==> config.mk <==
export PLATFORM = sky130hd
export DESIGN_NAME = sdram_port_arbiter_flat
export DESIGN_NICKNAME = d
export VERILOG_FILES = /design/src/rtl/sdram_port_arbiter_if.sv /design/src/rtl/sdram_port_arbiter.sv /design/src/flat_wrapper.sv
export SDC_FILE = /design/constraint.sdc
export NUM_CORES = 1
export LEC_CHECK = 0
export ABC_CLOCK_PERIOD_IN_PS = 4100
export CAP_MARGIN = 20
export CORE_UTILIZATION = 55
export DETAILED_ROUTE_END_ITERATION = 6
export DONT_BUFFER_PORTS = 1
export PLACE_DENSITY = 0.71
export SLEW_MARGIN = 20
export SYNTH_ARGS = -nofsm -noshare
export SYNTH_HDL_FRONTEND = slang
export SYNTH_SLANG_ARGS = --single-unit
==> constraint.sdc <==
create_clock -name sdram_clk -period 4.1 [get_ports sdram_clk]
set_input_delay 0.82 -clock sdram_clk [delete_from_list [all_inputs] [get_ports sdram_clk]]
set_output_delay 0.82 -clock sdram_clk [all_outputs]
set_load 0.02 [all_outputs]
==> src/rtl/sdram_port_arbiter_if.sv <==
// Port-buffer / refresh-timer / SDRAM-FSM signal bundle seen by sdram_port_arbiter.
// slave = arbiter side, master = requesters plus command FSM (or a bench).
interface sdram_port_arbiter_if #(
  parameter int WB_PORTS   = 3,
  parameter int ADDR_WIDTH = 32
);
  logic [WB_PORTS-1:0]            port_req;
  logic [WB_PORTS-1:0]            port_we;
  logic [WB_PORTS*ADDR_WIDTH-1:0] port_adr;
  logic [WB_PORTS-1:0]            port_gnt;
  logic [WB_PORTS-1:0]            port_done;
  logic                           ctrl_req;
  logic                           ctrl_we;
  logic [ADDR_WIDTH-1:0]          ctrl_adr;
  logic                           ctrl_ack;
  logic                           ctrl_done;
  logic                           refresh_req;
  logic                           refresh_gnt;
  logic                           refresh_done;

  modport slave (
    input  port_req, port_we, port_adr, ctrl_ack, ctrl_done, refresh_req, refresh_done,
    output port_gnt, port_done, ctrl_req, ctrl_we, ctrl_adr, refresh_gnt
  );

  modport master (
    output port_req, port_we, port_adr, ctrl_ack, ctrl_done, refresh_req, refresh_done,
    input  port_gnt, port_done, ctrl_req, ctrl_we, ctrl_adr, refresh_gnt
  );
endinterface

==> src/rtl/sdram_port_arbiter.sv <==
// Round-robin arbiter granting one SDRAM burst at a time among WB_PORTS buffers (and refresh).
// Refresh arbitration is compiled in only when SDRAM_ARB_REFRESH_EN is defined.
module sdram_port_arbiter #(
  parameter int WB_PORTS   = 3,
  parameter int ADDR_WIDTH = 32
) (
  input logic                 sdram_clk,
  input logic                 sdram_rst,
  sdram_port_arbiter_if.slave bus
);
  localparam int IDX_W = (WB_PORTS > 1) ? $clog2(WB_PORTS) : 1;
  localparam logic [IDX_W-1:0] LAST_RST = IDX_W'(WB_PORTS - 1);

`ifdef SDRAM_ARB_REFRESH_EN
  typedef enum logic [1:0] {S_IDLE, S_CMD, S_BUSY, S_REFRESH} state_t;
`else
  typedef enum logic [1:0] {S_IDLE, S_CMD, S_BUSY} state_t;
`endif

  state_t                r_state, w_state_nxt;
  logic [IDX_W-1:0]      r_last, w_last_nxt;
  logic [WB_PORTS-1:0]   r_port_gnt, w_port_gnt_nxt;
  logic [WB_PORTS-1:0]   r_port_done, w_port_done_nxt;
  logic                  r_ctrl_req, w_ctrl_req_nxt;
  logic                  r_ctrl_we, w_ctrl_we_nxt;
  logic [ADDR_WIDTH-1:0] r_ctrl_adr, w_ctrl_adr_nxt;
  logic                  w_any;
  logic [IDX_W-1:0]      w_pick;
  int                    w_idx;
  logic                  w_refresh_req;

`ifdef SDRAM_ARB_REFRESH_EN
  logic r_refresh_gnt, w_refresh_gnt_nxt;
  assign w_refresh_req   = bus.refresh_req;
  assign bus.refresh_gnt = r_refresh_gnt;
`else
  logic w_unused_refresh;
  assign w_unused_refresh = bus.refresh_req ^ bus.refresh_done;
  assign w_refresh_req    = 1'b0;
  assign bus.refresh_gnt  = 1'b0;
`endif

  // Scan from last+1 upward; the descending loop lets the nearest requester overwrite the rest.
  always_comb begin
    w_any  = 1'b0;
    w_pick = '0;
    w_idx  = 0;
    for (int k = WB_PORTS; k >= 1; k--) begin
      w_idx = int'(r_last) + k;
      if (w_idx >= WB_PORTS) w_idx = w_idx - WB_PORTS;
      if (bus.port_req[w_idx[IDX_W-1:0]]) begin
        w_any  = 1'b1;
        w_pick = w_idx[IDX_W-1:0];
      end
    end
  end

  always_ff @(posedge sdram_clk) begin
    if (sdram_rst) begin
      r_state       <= S_IDLE;
      r_last        <= LAST_RST;
      r_port_gnt    <= '0;
      r_port_done   <= '0;
      r_ctrl_req    <= 1'b0;
      r_ctrl_we     <= 1'b0;
      r_ctrl_adr    <= '0;
`ifdef SDRAM_ARB_REFRESH_EN
      r_refresh_gnt <= 1'b0;
`endif
    end else begin
      r_state       <= w_state_nxt;
      r_last        <= w_last_nxt;
      r_port_gnt    <= w_port_gnt_nxt;
      r_port_done   <= w_port_done_nxt;
      r_ctrl_req    <= w_ctrl_req_nxt;
      r_ctrl_we     <= w_ctrl_we_nxt;
      r_ctrl_adr    <= w_ctrl_adr_nxt;
`ifdef SDRAM_ARB_REFRESH_EN
      r_refresh_gnt <= w_refresh_gnt_nxt;
`endif
    end
  end

  always_comb begin
    w_state_nxt = r_state;
    case (r_state)
      S_IDLE: begin
`ifdef SDRAM_ARB_REFRESH_EN
        if (w_refresh_req)  w_state_nxt = S_REFRESH;
        else if (w_any)     w_state_nxt = S_CMD;
`else
        if (w_any)          w_state_nxt = S_CMD;
`endif
      end
      S_CMD: begin
        if (bus.ctrl_ack) w_state_nxt = bus.ctrl_done ? S_IDLE : S_BUSY;
      end
      S_BUSY: begin
        if (bus.ctrl_done) w_state_nxt = S_IDLE;
      end
`ifdef SDRAM_ARB_REFRESH_EN
      S_REFRESH: begin
        if (bus.refresh_done) w_state_nxt = S_IDLE;
      end
`endif
      default: w_state_nxt = S_IDLE;
    endcase
  end

  // Next values of the registered outputs; command fields stay frozen for the whole grant.
  always_comb begin
    w_last_nxt        = r_last;
    w_port_gnt_nxt    = r_port_gnt;
    w_port_done_nxt   = '0;
    w_ctrl_req_nxt    = r_ctrl_req;
    w_ctrl_we_nxt     = r_ctrl_we;
    w_ctrl_adr_nxt    = r_ctrl_adr;
`ifdef SDRAM_ARB_REFRESH_EN
    w_refresh_gnt_nxt = r_refresh_gnt;
`endif
    case (r_state)
      S_IDLE: begin
        if (w_refresh_req) begin
`ifdef SDRAM_ARB_REFRESH_EN
          w_refresh_gnt_nxt = 1'b1;
`endif
        end else if (w_any) begin
          w_port_gnt_nxt = WB_PORTS'(1) << w_pick;
          w_ctrl_req_nxt = 1'b1;
          w_ctrl_we_nxt  = bus.port_we[w_pick];
          w_ctrl_adr_nxt = bus.port_adr[w_pick*ADDR_WIDTH +: ADDR_WIDTH];
          w_last_nxt     = w_pick;
        end
      end
      S_CMD: begin
        if (bus.ctrl_ack) begin
          w_ctrl_req_nxt = 1'b0;
          if (bus.ctrl_done) begin
            w_port_gnt_nxt  = '0;
            w_port_done_nxt = r_port_gnt;
          end
        end
      end
      S_BUSY: begin
        if (bus.ctrl_done) begin
          w_port_gnt_nxt  = '0;
          w_port_done_nxt = r_port_gnt;
        end
      end
`ifdef SDRAM_ARB_REFRESH_EN
      S_REFRESH: begin
        if (bus.refresh_done) w_refresh_gnt_nxt = 1'b0;
      end
`endif
      default: ;
    endcase
  end

  assign bus.port_gnt  = r_port_gnt;
  assign bus.port_done = r_port_done;
  assign bus.ctrl_req  = r_ctrl_req;
  assign bus.ctrl_we   = r_ctrl_we;
  assign bus.ctrl_adr  = r_ctrl_adr;
endmodule
==> src/flat_wrapper.sv <==
// flat-port wrapper written by rule: the top's interface ports become plain ports
module sdram_port_arbiter_flat 
#(
  parameter int WB_PORTS   = 3,
  parameter int ADDR_WIDTH = 32
)
  (sdram_clk, sdram_rst, bus_port_req, bus_port_we, bus_port_adr, bus_ctrl_ack, bus_ctrl_done, bus_refresh_req, bus_refresh_done, bus_port_gnt, bus_port_done, bus_ctrl_req, bus_ctrl_we, bus_ctrl_adr, bus_refresh_gnt);
  sdram_port_arbiter_if #(.WB_PORTS(WB_PORTS), .ADDR_WIDTH(ADDR_WIDTH)) bus_i ();
  input logic sdram_clk;
  input logic sdram_rst;
  input wire logic [$bits(bus_i.port_req)-1:0] bus_port_req;
  input wire logic [$bits(bus_i.port_we)-1:0] bus_port_we;
  input wire logic [$bits(bus_i.port_adr)-1:0] bus_port_adr;
  input wire logic [$bits(bus_i.ctrl_ack)-1:0] bus_ctrl_ack;
  input wire logic [$bits(bus_i.ctrl_done)-1:0] bus_ctrl_done;
  input wire logic [$bits(bus_i.refresh_req)-1:0] bus_refresh_req;
  input wire logic [$bits(bus_i.refresh_done)-1:0] bus_refresh_done;
  output wire logic [$bits(bus_i.port_gnt)-1:0] bus_port_gnt;
  output wire logic [$bits(bus_i.port_done)-1:0] bus_port_done;
  output wire logic [$bits(bus_i.ctrl_req)-1:0] bus_ctrl_req;
  output wire logic [$bits(bus_i.ctrl_we)-1:0] bus_ctrl_we;
  output wire logic [$bits(bus_i.ctrl_adr)-1:0] bus_ctrl_adr;
  output wire logic [$bits(bus_i.refresh_gnt)-1:0] bus_refresh_gnt;
  assign bus_i.port_req = bus_port_req;
  assign bus_i.port_we = bus_port_we;
  assign bus_i.port_adr = bus_port_adr;
  assign bus_i.ctrl_ack = bus_ctrl_ack;
  assign bus_i.ctrl_done = bus_ctrl_done;
  assign bus_i.refresh_req = bus_refresh_req;
  assign bus_i.refresh_done = bus_refresh_done;
  assign bus_port_gnt = bus_i.port_gnt;
  assign bus_port_done = bus_i.port_done;
  assign bus_ctrl_req = bus_i.ctrl_req;
  assign bus_ctrl_we = bus_i.ctrl_we;
  assign bus_ctrl_adr = bus_i.ctrl_adr;
  assign bus_refresh_gnt = bus_i.refresh_gnt;
  sdram_port_arbiter #(.WB_PORTS(WB_PORTS), .ADDR_WIDTH(ADDR_WIDTH)) u_core (.sdram_clk(sdram_clk), .sdram_rst(sdram_rst), .bus(bus_i));
endmodule
# [Yosys cells after proc, flatten, opt, wreduce, memory -nomap -nowiden]
# Index checks and enable logic that the tools add are counted.
[totals] register_bits=44 in_bits=108 out_inout_bits=41 elab_cells=66
[op_classes] addsub=6 magnitude_cmp=7 n_eq_ne=5 shifts=2 n_mux=32 n_reduce_logical=7
[ops] op="variable part select 96 x 8 -> 32 bit" count=1
[ops] op="two-way mux 2 bit" count=10
[ops] op="two-way mux 3 bit" count=5
[ops] op="< comparator 2 x 3 -> 1 bit (second input constant)" count=4
[ops] op=">= comparator 3 x 2 -> 1 bit (second input constant)" count=3
[ops] op="two-way mux 1 bit" count=9
[ops] op="case mux 3 bit (3 select lines)" count=1
[ops] op="AND reduction 3 bit" count=3
[ops] op="binary-select mux 1 bit (select 2 bit)" count=4
[ops] op="adder 2 x 2 -> 3 bit (second input constant)" count=2
[ops] op="case mux 2 bit (3 select lines)" count=1
[ops] op="case mux 3 bit (2 select lines)" count=1
[ops] op="subtractor 2 x 1 -> 2 bit (second input constant)" count=3
[ops] op="inequality test 2 bit (second input constant)" count=2
[ops] op="adder 2 x 1 -> 3 bit (second input constant)" count=1
[ops] op="nonzero test 3 bit" count=1
[ops] op="left shift 1 x 2 -> 3 bit (first input constant)" count=1
[ops] op="== test 2 x 1 -> 1 bit (second input constant)" count=1
[ops] op="== test 2 bit (second input constant)" count=1
[ops] op="zero test 2 bit" count=1
[ops] op="inequality test 2 x 1 -> 1 bit (second input constant)" count=1
[ops] op="case mux 1 bit (2 select lines)" count=1
[ops] op="AND reduction 2 bit" count=1
[ops] op="nonzero test 2 bit" count=1

# [Depth between registers and ports, before layout]
# Gate-level depths: netlist of run 1.
[logic_depth] ltp_word=11 ltp_mapped=10

# [Least setup slack after synthesis of run 1]
# No wires, ideal clock.
[synth_path] path_type="register to register" startpoint="register u_core.r_last[0]" endpoint="register u_core.r_ctrl_adr[10], in the netlist u_core.bus.ctrl_adr[10]" arrival_time_ns=2.060 required_ns=3.983 path_slack_ns=1.923 stages_incl_launch_ff=11 path_buffers=3 path_cell_list="dfxtp_1 -> inv_1 -> ha_1 -> buf_2 -> or3b_1 -> o31a_1 -> buf_2 -> buf_4 -> nor2_1 -> o21ai_0 -> a22o_1"
[synth_between] elab_chain_cells=9
[synth_rtl] element="start: declaration" line_no="sdram_port_arbiter.sv:21" source="logic [IDX_W-1:0] r_last, w_last_nxt;"
[synth_rtl] element="start signal: assignment" line_no="sdram_port_arbiter.sv:72" source="r_last <= w_last_nxt;"
[synth_rtl] element="adder 2 x 2 -> 3 bit" line_no="sdram_port_arbiter.sv:49" source="w_idx = int'(r_last) + k;"
[synth_rtl] element=">= comparator 3 x 2 -> 1 bit / subtractor 2 x 1 -> 2 bit (equally long branches)" line_no="sdram_port_arbiter.sv:50" source="if (w_idx >= WB_PORTS) w_idx = w_idx - WB_PORTS;"
[synth_rtl] element="two-way mux 2 bit" line_no="sdram_port_arbiter.sv:50"
[synth_rtl] element="binary-select mux 1 bit (select 2 bit)" line_no="sdram_port_arbiter.sv:51" source="if (bus.port_req[w_idx[IDX_W-1:0]]) begin"
[synth_rtl] element="two-way mux 1 bit (implied by the code)" line_no="sdram_port_arbiter.sv:51"
[synth_rtl] element="two-way mux 2 bit / two-way mux 1 bit (equally long branches) (3 in a row)" line_no="sdram_port_arbiter.sv:51"
[synth_rtl] element="variable part select 96 x 8 -> 32 bit / AND reduction 2 bit (equally long branches)"
[synth_rtl] element="end signal: assignment" line_no="sdram_port_arbiter.sv:77" source="r_ctrl_adr <= w_ctrl_adr_nxt;"
[synth_rtl] element="end: declaration" line_no="sdram_port_arbiter.sv:26" source="logic [ADDR_WIDTH-1:0] r_ctrl_adr, w_ctrl_adr_nxt;"
# Several ways; a longest one is shown, not always the timed one. The select of a mux whose other input is x is not followed.
# A chain may end at the register's enable or synchronous reset.

# [Worst setup path in the final report of run 1]
[layout_path] startpoint="register u_core.r_last[0]" endpoint="register u_core.r_last[1]"
[layout_between] elab_chain_cells=9
[layout_rtl] element="adder 2 x 2 -> 3 bit" line_no="sdram_port_arbiter.sv:49"
[layout_rtl] element=">= comparator 3 x 2 -> 1 bit / subtractor 2 x 1 -> 2 bit (equally long branches)" line_no="sdram_port_arbiter.sv:50"
[layout_rtl] element="two-way mux 2 bit" line_no="sdram_port_arbiter.sv:50"
[layout_rtl] element="binary-select mux 1 bit (select 2 bit)" line_no="sdram_port_arbiter.sv:51"
[layout_rtl] element="two-way mux 1 bit (implied by the code)" line_no="sdram_port_arbiter.sv:51"
[layout_rtl] element="two-way mux 1 bit (3 in a row)" line_no="sdram_port_arbiter.sv:51"
[layout_rtl] element="AND reduction 2 bit (no source line)"
# Several ways; a longest one is shown, not always the timed one. The select of a mux whose other input is x is not followed.

==> results of run 1 <==
worst max path at each step:
stage	from	end	slack (ns)	depth (start not counted)
CTS	u_core.r_last[0]	u_core.r_last[1]	1.17	8
detailed placement	u_core.r_last[0]	u_core.r_last[1]	1.20	8
global route	u_core.r_last[0]	u_core.r_last[1]	0.95	8
finish	u_core.r_last[0]	u_core.r_last[1]	1.19	8
floorplan	u_core.r_last[0]	u_core.bus.ctrl_adr[10]	1.92	10
global placement	u_core.r_last[0]	u_core.r_last[1]	1.25	8
state kept, by name, indices dropped and copies added (netlist names):
signal                flops
u_core.bus.ctrl_adr      32
u_core.r_state            2
u_core.bus.ctrl_req       1
u_core.bus.port_done      3
u_core.bus.ctrl_we        1
u_core.bus.port_gnt       3
u_core.r_last             2
kinds of logic after synthesis:
family	count (synthesis)	share of synthesized area, %
AO/OA/AOI/OAI	124	35.93
other	1	0.1506
adder cells (fa/ha/maj)	6	3.015
multiplexers	2	0.8041
buffers and inverters	32	7.387
AND/OR/NAND/NOR	99	17.34
flip-flops	44	35.38
placed cells by master, fill, tap and decap left out, drive strengths merged, types with 4 or more instances in the layout:
cell type  synthesis  routed
a21oi              5       5
a22o              34      34
buf               18       4
clkbuf             7       5
dfxtp             44      44
ha                 6       6
inv                7       7
nand2              6       6
nand2b             5       5
nor2              72      72
nor2b              4       4
o21a              34      34
o21ai             36      36
final cells by class:
type,instances,area (µm²)
clock buffers,5,68.82
clock inverters,3,18.77
fillers,427,1819
inverters,7,26.28
multi-input cells,232,1445
flip-flops and latches,44,880.8
well taps,52,65.06
repair buffers,4,30.03
report_power, final:
part	internal [mW]	switching, mW	leakage [nW]
Sequential	0.598	0.282	0.365
Combinational	0.539	0.687	0.611
Clock	0.119	0.146	0.0479
Total	1.26	1.12	1.02
stage by stage:
step / total power, mW / worst slack, ns / hold WS [ns] / std cells
floorplan: 1.950 / 1.923 / 0.5465 / 308
global placement: 2.095 / 1.253 / 0.5698 / 339
detailed placement: 2.125 / 1.199 / 0.5738 / 339
CTS: 2.400 / 1.169 / 0.5710 / 347
global route: 2.582 / 0.9490 / 0.5649 / 347
finish: 2.371 / 1.186 / 0.5827 / 347
layer usage:
layer | up-vias | GRT usage [%] | part of all wire, %
met1 | 997 | 27.75 | 42
met3 | 8 | 7.849 | 8.0
met5 | - | 0 | 0
met2 | 97 | 41.10 | 49
met4 | 0 | 6.803 | 1.1
li1 | 1060 | - | -
==> out/results.txt, run 1 <==
crit end category: flop
Setup violations, final: 0
via count: 2,162
Core Area: 4354 µm²
die area: 4800 µm²
GRT Total Usage: 23.72%
Hold-fix buffers, CTS: 0
routed wire length: 5.727 mm
WP buf/inv: 2
critical-path cell list: inv_1 -> ha_1 -> o21a_1 -> a21oi_1 -> o221ai_4 -> buf_4 -> nor3_1 -> or3_1
list of most frequent post-synthesis cells: nor2_1, dfxtp_1, a22o_1, o21a_1, o21ai_0
die width: 69.29 µm
Ports: 149
fraction of registers with async set/reset: 0%
Post-synth EDFFs: 0
Worst Hold Class: in2reg
f_max: 343.1 MHz
Final Skew: 0.006829 ns
setup TNS: 0 ns
crit start category: flop
worst flop-to-flop path endpoint: u_core.r_last[1]
r2r worst-path depth: 8
peak supply drop: 0.0004403 V
global-route wire length before repair: 9.294 mm
crit path DAT: 3.10 ns
Util after Layout: 58.22%
Via density: 6.231
CTS resizes: 0
nets: 408
initial antenna violation count: 0
top cell type's share of synthesized area: 35.38%
clock-pin transition on the worst setup and hold timing paths: 0.08 ns
yosys warns: 0
Avg Synthesized Cell Area: 8.084 µm²
status: completed
Placed Area: 2447 µm²
hold path start: sdram_rst
Num CTS Buffers: 5
flop and latch count out of synthesis: 44
WHS Path Cells: 1
Worst Path Max Fanout: 37
Netlist cell types: 38
leakage: 1.024 nW
Slew Viols, Final: 0
max_cap viols: 0
Detailed Route Iter0 Violations: 80
R2R Setup Slk: 1.19 ns
drt drc: 0
min Tclk post-route: 2.914 ns
CTS root buffer: clkbuf_8
PwrDens: 935.4 nW/µm²
Avg WL per Cell: 16.50 µm
worst skew pair latency: 0.29 ns
Max-slew headroom: 41.18%
Post-Syn Area: 2490 µm²
H-tree Lvls: 2
drt first pass iters: 6
Final Hold Viols: 0
Sink Count: 44
largest net degree at the start of global routing: 38
vias in the first global route: 1,969
GR Overflow Total: 0
CTS tree: yes
cell taking the most area after synthesis: dfxtp_1
HPWL after DPL: 4.087 mm
reg-to-reg startpoint: u_core.r_last[0]
Top Family by Delay on Critical Path: compound AO/OA/AOI/OAI gates
CP Class: reg2reg
ant diodes: 0
Post-CTS Setup Inserts: 0
CP required: 4.28 ns
max incr delay on CP: 0.61 ns
Synth area leaders: dfxtp_1, a22o_1, nor2_1, o21a_1, o21ai_0
port bufs: 0
syn nets: 422
Die H: 69.29 µm
fin crit share: 71.08%
top-count cell post-synth: nor2_1
fraction of layout cells with a size suffix above 1: 5.424%
sequential share of the synthesized area: 35.38%
crit path max-delay cell type: o221ai_4
global placement routability congestion: 0.8410
WHS Endpoint: u_core.bus.ctrl_req
RSZ-0062 raised after global routing: no
Initial Utilization: 57.18%
post-route cell area: 2535 µm²
top_reg_cell synth: dfxtp_1
Least-Margin Pin Slew: 0.8804 ns
area grow syn2layout: 1.809%
Post-Syn Instances: 308
Post-DRT Antenna Nets: 0
Max clock buf depth: 2
FP Rows: 24
Note: power is estimated with default switching activity, not from simulation.
==> inputs of run 2 (changes only) <==
ABC_CLOCK_PERIOD_IN_PS = 3000   (was 4100)
clock period = 3 ns   (was 4.1 ns; I/O delays follow)
==> out/results.txt, run 2 (same netlist as run 1, synthesis figures left out) <==
clock-pin transition on the worst setup and hold timing paths: 0.08 ns (about the same)
leakage: 1.044 nW (+2.0%)
crit end category: flop
Least-Margin Pin Slew: 0.8014 ns (-0.07900 ns)
die area: 4800 µm² (unchanged)
hold_ws: 0.3723 ns (-0.2104 ns)
global-route wire length before repair: 9.094 mm (-2.2%)
Placed Area: 2502 µm² (+2.2%)
routed wire length: 5.705 mm (-0.38%)
peak supply drop: 0.0005675 V (+29%)
min Tclk post-route: 2.538 ns (-0.3761 ns)
fraction of layout cells with a size suffix above 1: 6.376% (+0.95 points)
post-route cell area: 2584 µm² (+1.9%)
crit path max-delay cell type: dfxtp_1
max incr delay on CP: 0.46 ns (-0.15 ns)
max FFs per register: 32 (unchanged)
# fillers: 415 (-2.8%)
crit path launch: u_core.r_last[0]
Max-slew headroom: 46.58% (+5.4 points)
die width: 69.29 µm (unchanged)
Slew Viols, Final: 0 (unchanged)
crit start category: flop
Detailed Route Iter0 Violations: 94 (+18%)
Core Area: 4354 µm² (unchanged)
RSZ-0062 raised after global routing: no
ant diodes: 0 (unchanged)
fin crit share: 84.60% (+14 points)
Die H: 69.29 µm (unchanged)
port bufs: 0 (unchanged)
FP Rows: 24 (unchanged)
Top Family by Delay on Critical Path: compound AO/OA/AOI/OAI gates
initial antenna violation count: 0 (unchanged)
CTS root buffer: clkbuf_8
Max clock buf depth: 2 (unchanged)
area grow syn2layout: 3.769%
status: completed
HPWL after DPL: 4.053 mm (-0.84%)
drt drc: 0 (unchanged)
f_max: 394.0 MHz (+15%)
nets: 412 (+0.98%)
Util after Layout: 59.34% (+1.1 points)
Power Total: 3.320 mW (+40%)
Via density: 6.114 (-1.9%)
Initial Utilization: 57.18% (unchanged)
WP buf/inv: 3 (+1)
reg-to-reg startpoint: u_core.r_last[0]
CTS resizes: 0 (unchanged)
vias in the first global route: 1,951 (-0.91%)
GR Overflow Total: 0 (unchanged)
Worst Hold Class: in2reg
Post-CTS Setup Inserts: 0 (unchanged)
worst skew pair latency: 0.29 ns (about the same)
drt first pass iters: 4 (-2)
CP Class: reg2reg
Num CTS Buffers: 5 (unchanged)
Ports: 149 (unchanged)
via count: 2,140 (-1.0%)
PwrDens: 1285 nW/µm² (+37%)
hold path start: sdram_rst
H-tree Lvls: 2 (unchanged)
CTS tree: yes
area of the multi-input gates: 1445 µm² (unchanged)
Sink Count: 44 (unchanged)
FF+latch area: 880.8 µm² (unchanged)
most frequent cells in the layout: nor2_1, dfxtp_1, o21a_1, a22o_1, o21ai_0
max_cap viols: 0 (unchanged)
Final Hold Viols: 0 (unchanged)
largest net degree at the start of global routing: 38 (unchanged)
Setup violations, final: 0 (unchanged)
GRT Total Usage: 23.11% (-0.61 points)
critical-path cell list: inv_1 -> ha_1 -> buf_4 -> or3_4 -> a21o_1 -> a21oi_4 -> buf_12 -> a22o_1
CP required: 3.23 ns (-1.05 ns)
global placement routability congestion: 0.7635 (-9.2%)
Final Skew: 0.006272 ns (-0.0005570 ns)
Post-DRT Antenna Nets: 0 (unchanged)
setup TNS: 0 ns (unchanged)
Worst Path Max Fanout: 24 (-35%)
commonest non-fill, non-tap cell in the layout: nor2_1
Avg WL per Cell: 16.30 µm (-1.2%)
Hold-fix buffers, CTS: 0 (unchanged)
crit path DAT: 2.77 ns (-0.33 ns)
run 2: changes by cell type in the layout (fill, tap and decap cells not counted):
cell | before | now
clkinvlp_4 | 0 | 1
buf_4 | 4 | 6
clkinv_2 | 2 | 1
clkinv_4 | 1 | 0
buf_12 | 0 | 2
run 2: worst reg2reg max path, cell delays in order, from the launching register on:
cell,delay [ns]
dfxtp_1,0.46
inv_1,0.10
ha_1,0.33
buf_4,0.18
or3_4,0.40
a21o_1,0.25
a21oi_4,0.36
buf_12,0.22
a22o_1,0.17
run 2: worst paths after layout:
| kind | to | slack [ns] | cells after the start |
|---|---|---|---|
| min reg2reg | u_core.bus.ctrl_req | 0.58 | 2 |
| min | u_core.bus.ctrl_req | 0.37 | 1 |
| max | u_core.bus.ctrl_adr[9] | 0.46 | 8 |
| max reg2reg | u_core.bus.ctrl_adr[9] | 0.46 | 8 |
run 2: power by group:
group	total [mW]	internal [mW]	switching, mW
registers	1.20	0.817	0.385
clock network	0.350	0.158	0.192
logic	1.77	0.807	0.960
total	3.32	1.78	1.54
run 2: layout make-up:
class | instances | share of cell area [%]
clock buffers | 5 | 2.663
clock inverters | 2 | 0.4843
inverters | 7 | 1.017
multi-input cells | 232 | 55.93
flip-flops and latches | 44 | 34.09
well taps | 52 | 2.518
repair buffers | 8 | 3.293
run 2: layer usage:
layer / vias to the layer above / part of all wire (%) / GRT usage (%)
li1: 1066 / - / -
met1: 985 / 45 / 28.24
met2: 85 / 48 / 40.35
met3: 4 / 6.3 / 5.959
met4: 0 / 0.49 / 5.669
met5: - / 0 / 0
run 2: metrics by stage:
step                      std cells  setup slack [ns]
final                           350            0.4619
after global routing            350            0.2916
after CTS                       350            0.4594
after detailed placement        343            0.4997
after global placement          343            0.5251
after floorplan                 308            0.8227
==> inputs of run 3 (changes only) <==
ABC_CLOCK_PERIOD_IN_PS = 2600   (was 3000)
clock period = 2.6 ns   (was 3 ns; I/O delays follow)
==> out/results.txt, run 3 (same netlist as run 1, synthesis figures left out) <==
CTS root buffer: clkbuf_8
port bufs: 0 (unchanged)
worst skew pair latency: 0.29 ns (about the same)
Least-Margin Pin Slew: 0.7597 ns (-0.04170 ns)
drt first pass iters: 5 (+1)
leakage: 1.087 nW (+4.1%)
global-route wire length before repair: 9.673 mm (+6.4%)
HPWL after DPL: 4.219 mm (+4.1%)
CP Class: reg2reg
dpl ws: 0.2412 ns (-0.2586 ns)
crit start category: flop
ant diodes: 0 (unchanged)
Die H: 69.29 µm (unchanged)
commonest non-fill, non-tap cell in the layout: nor2_1
Num CTS Buffers: 5 (unchanged)
GR Overflow Total: 0 (unchanged)
CTS tree: yes
initial antenna violation count: 0 (unchanged)
Hold-fix buffers, CTS: 0 (unchanged)
Final Hold Viols: 0 (unchanged)
crit end category: flop
Core Area: 4354 µm² (unchanged)
area grow syn2layout: 7.086%
Setup violations, final: 0 (unchanged)
die width: 69.29 µm (unchanged)
via count: 2,226 (+4.0%)
Ports: 149 (unchanged)
Post-DRT Antenna Nets: 0 (unchanged)
status: completed
peak supply drop: 0.0005927 V (+4.4%)
Worst Path Max Fanout: 17 (-29%)
Max clock buf depth: 2 (unchanged)
max_cap viols: 0 (unchanged)
Worst Hold Class: in2reg
vias in the first global route: 2,087 (+7.0%)
fraction of layout cells with a size suffix above 1: 7.309% (+0.93 points)
min Tclk post-route: 2.399 ns (-0.1396 ns)
RSZ-0062 raised after global routing: no
Post-CTS Setup Inserts: 0 (unchanged)
Util after Layout: 61.24% (+1.9 points)
routed wire length: 5.895 mm (+3.3%)
Sink Count: 44 (unchanged)
Max-slew headroom: 49.36% (+2.8 points)
drt drc: 0 (unchanged)
final setup margin: 0.2014 ns (-0.2604 ns)
die area: 4800 µm² (unchanged)
Initial Utilization: 57.18% (unchanged)
max FFs per register: 32 (unchanged)
PwrDens: 1535 nW/µm² (+19%)
CTS resizes: 0 (unchanged)
f_max: 416.9 MHz (+5.8%)
Final Skew: 0.005723 ns (-0.0005494 ns)
setup TNS: 0 ns (unchanged)
global placement routability congestion: 0.7962 (+4.3%)
FP Rows: 24 (unchanged)
crit path DAT: 2.64 ns (-0.13 ns)
GRT Total Usage: 24.60% (+1.5 points)
Via density: 6.306 (+3.1%)
fin crit share: 92.25% (+7.6 points)
Avg WL per Cell: 16.70 µm (+2.5%)
H-tree Lvls: 2 (unchanged)
largest net degree at the start of global routing: 38 (unchanged)
nets: 415 (+0.73%)
CP required: 2.84 ns (-0.39 ns)
Detailed Route Iter0 Violations: 62 (-34%)
Slew Viols, Final: 0 (unchanged)
most frequent cells in the layout: nor2_1, dfxtp_1, o21a_1, a22o_1, o21ai_0
clock-pin transition on the worst setup and hold timing paths: 0.08 ns (about the same)
[run 3: changes by cell type in the layout (fill, tap and decap cells not counted), sizes merged]
cell / delta
buf: +3
bufinv: +2
clkinv: -1
clkinvlp: -1
[run 3: final timing paths]
kind	start	end	slack, ns	cells past startpoint
hold reg to reg	u_core.bus.ctrl_req	u_core.bus.ctrl_req	0.58	2
hold / removal	sdram_rst	u_core.bus.ctrl_req	0.28	1
setup / recovery	u_core.r_last[0]	u_core.bus.ctrl_adr[8]	0.20	9
setup reg to reg	u_core.r_last[0]	u_core.bus.ctrl_adr[8]	0.20	9
[run 3: power breakdown]
group / switching [mW] / internal (mW) / leakage, nW
sequential: 0.446 / 0.943 / 0.365
clock: 0.221 / 0.378 / 0.0642
combinational: 1.13 / 0.976 / 0.658
total: 1.80 / 2.30 / 1.09
[run 3: layer usage]
metal / share of wire, % / global-route usage [%] / wire length (µm) / vias up
li1: - / - / - / 1077
met1: 42 / 28.27 / 2447 / 1028
met2: 49 / 43.47 / 2881 / 110
met3: 7.8 / 6.395 / 461 / 11
met4: 1.8 / 9.297 / 106 / 0
met5: 0 / 0 / 0 / -
[run 3: layout make-up]
| cell class | count | area, µm² |
|---|---|---|
| Clock inverter | 2 | 60.06 |
| Fill cell | 413 | 1688 |
| Clock buffer | 5 | 68.82 |
| Inverter | 7 | 26.28 |
| Tap cell | 52 | 65.06 |
| Timing Repair Buffer | 11 | 120.1 |
| Multi-Input combinational cell | 232 | 1445 |
| Sequential cell | 44 | 880.8 |
[run 3: stage by stage]
step	hold slack (ns)	instance area [µm²]	power, mW	cells
floorplan	0.5465	2490	3.076	308
detailed placement	0.5712	2537	3.510	346
global placement	0.5656	2537	3.447	346
finish	0.2846	2666	4.093	353
CTS	0.2739	2666	4.130	353
global route	0.2633	2666	4.423	353
[run 3: critical path, cell delays in order (launching register included)]
cell     delay (ns)
dfxtp_1        0.46
inv_1          0.11
ha_1           0.33
buf_4          0.18
or3b_1         0.44
o31ai_4        0.21
buf_12         0.23
nor2_1         0.04
o21ai_0        0.18
a22o_1         0.15
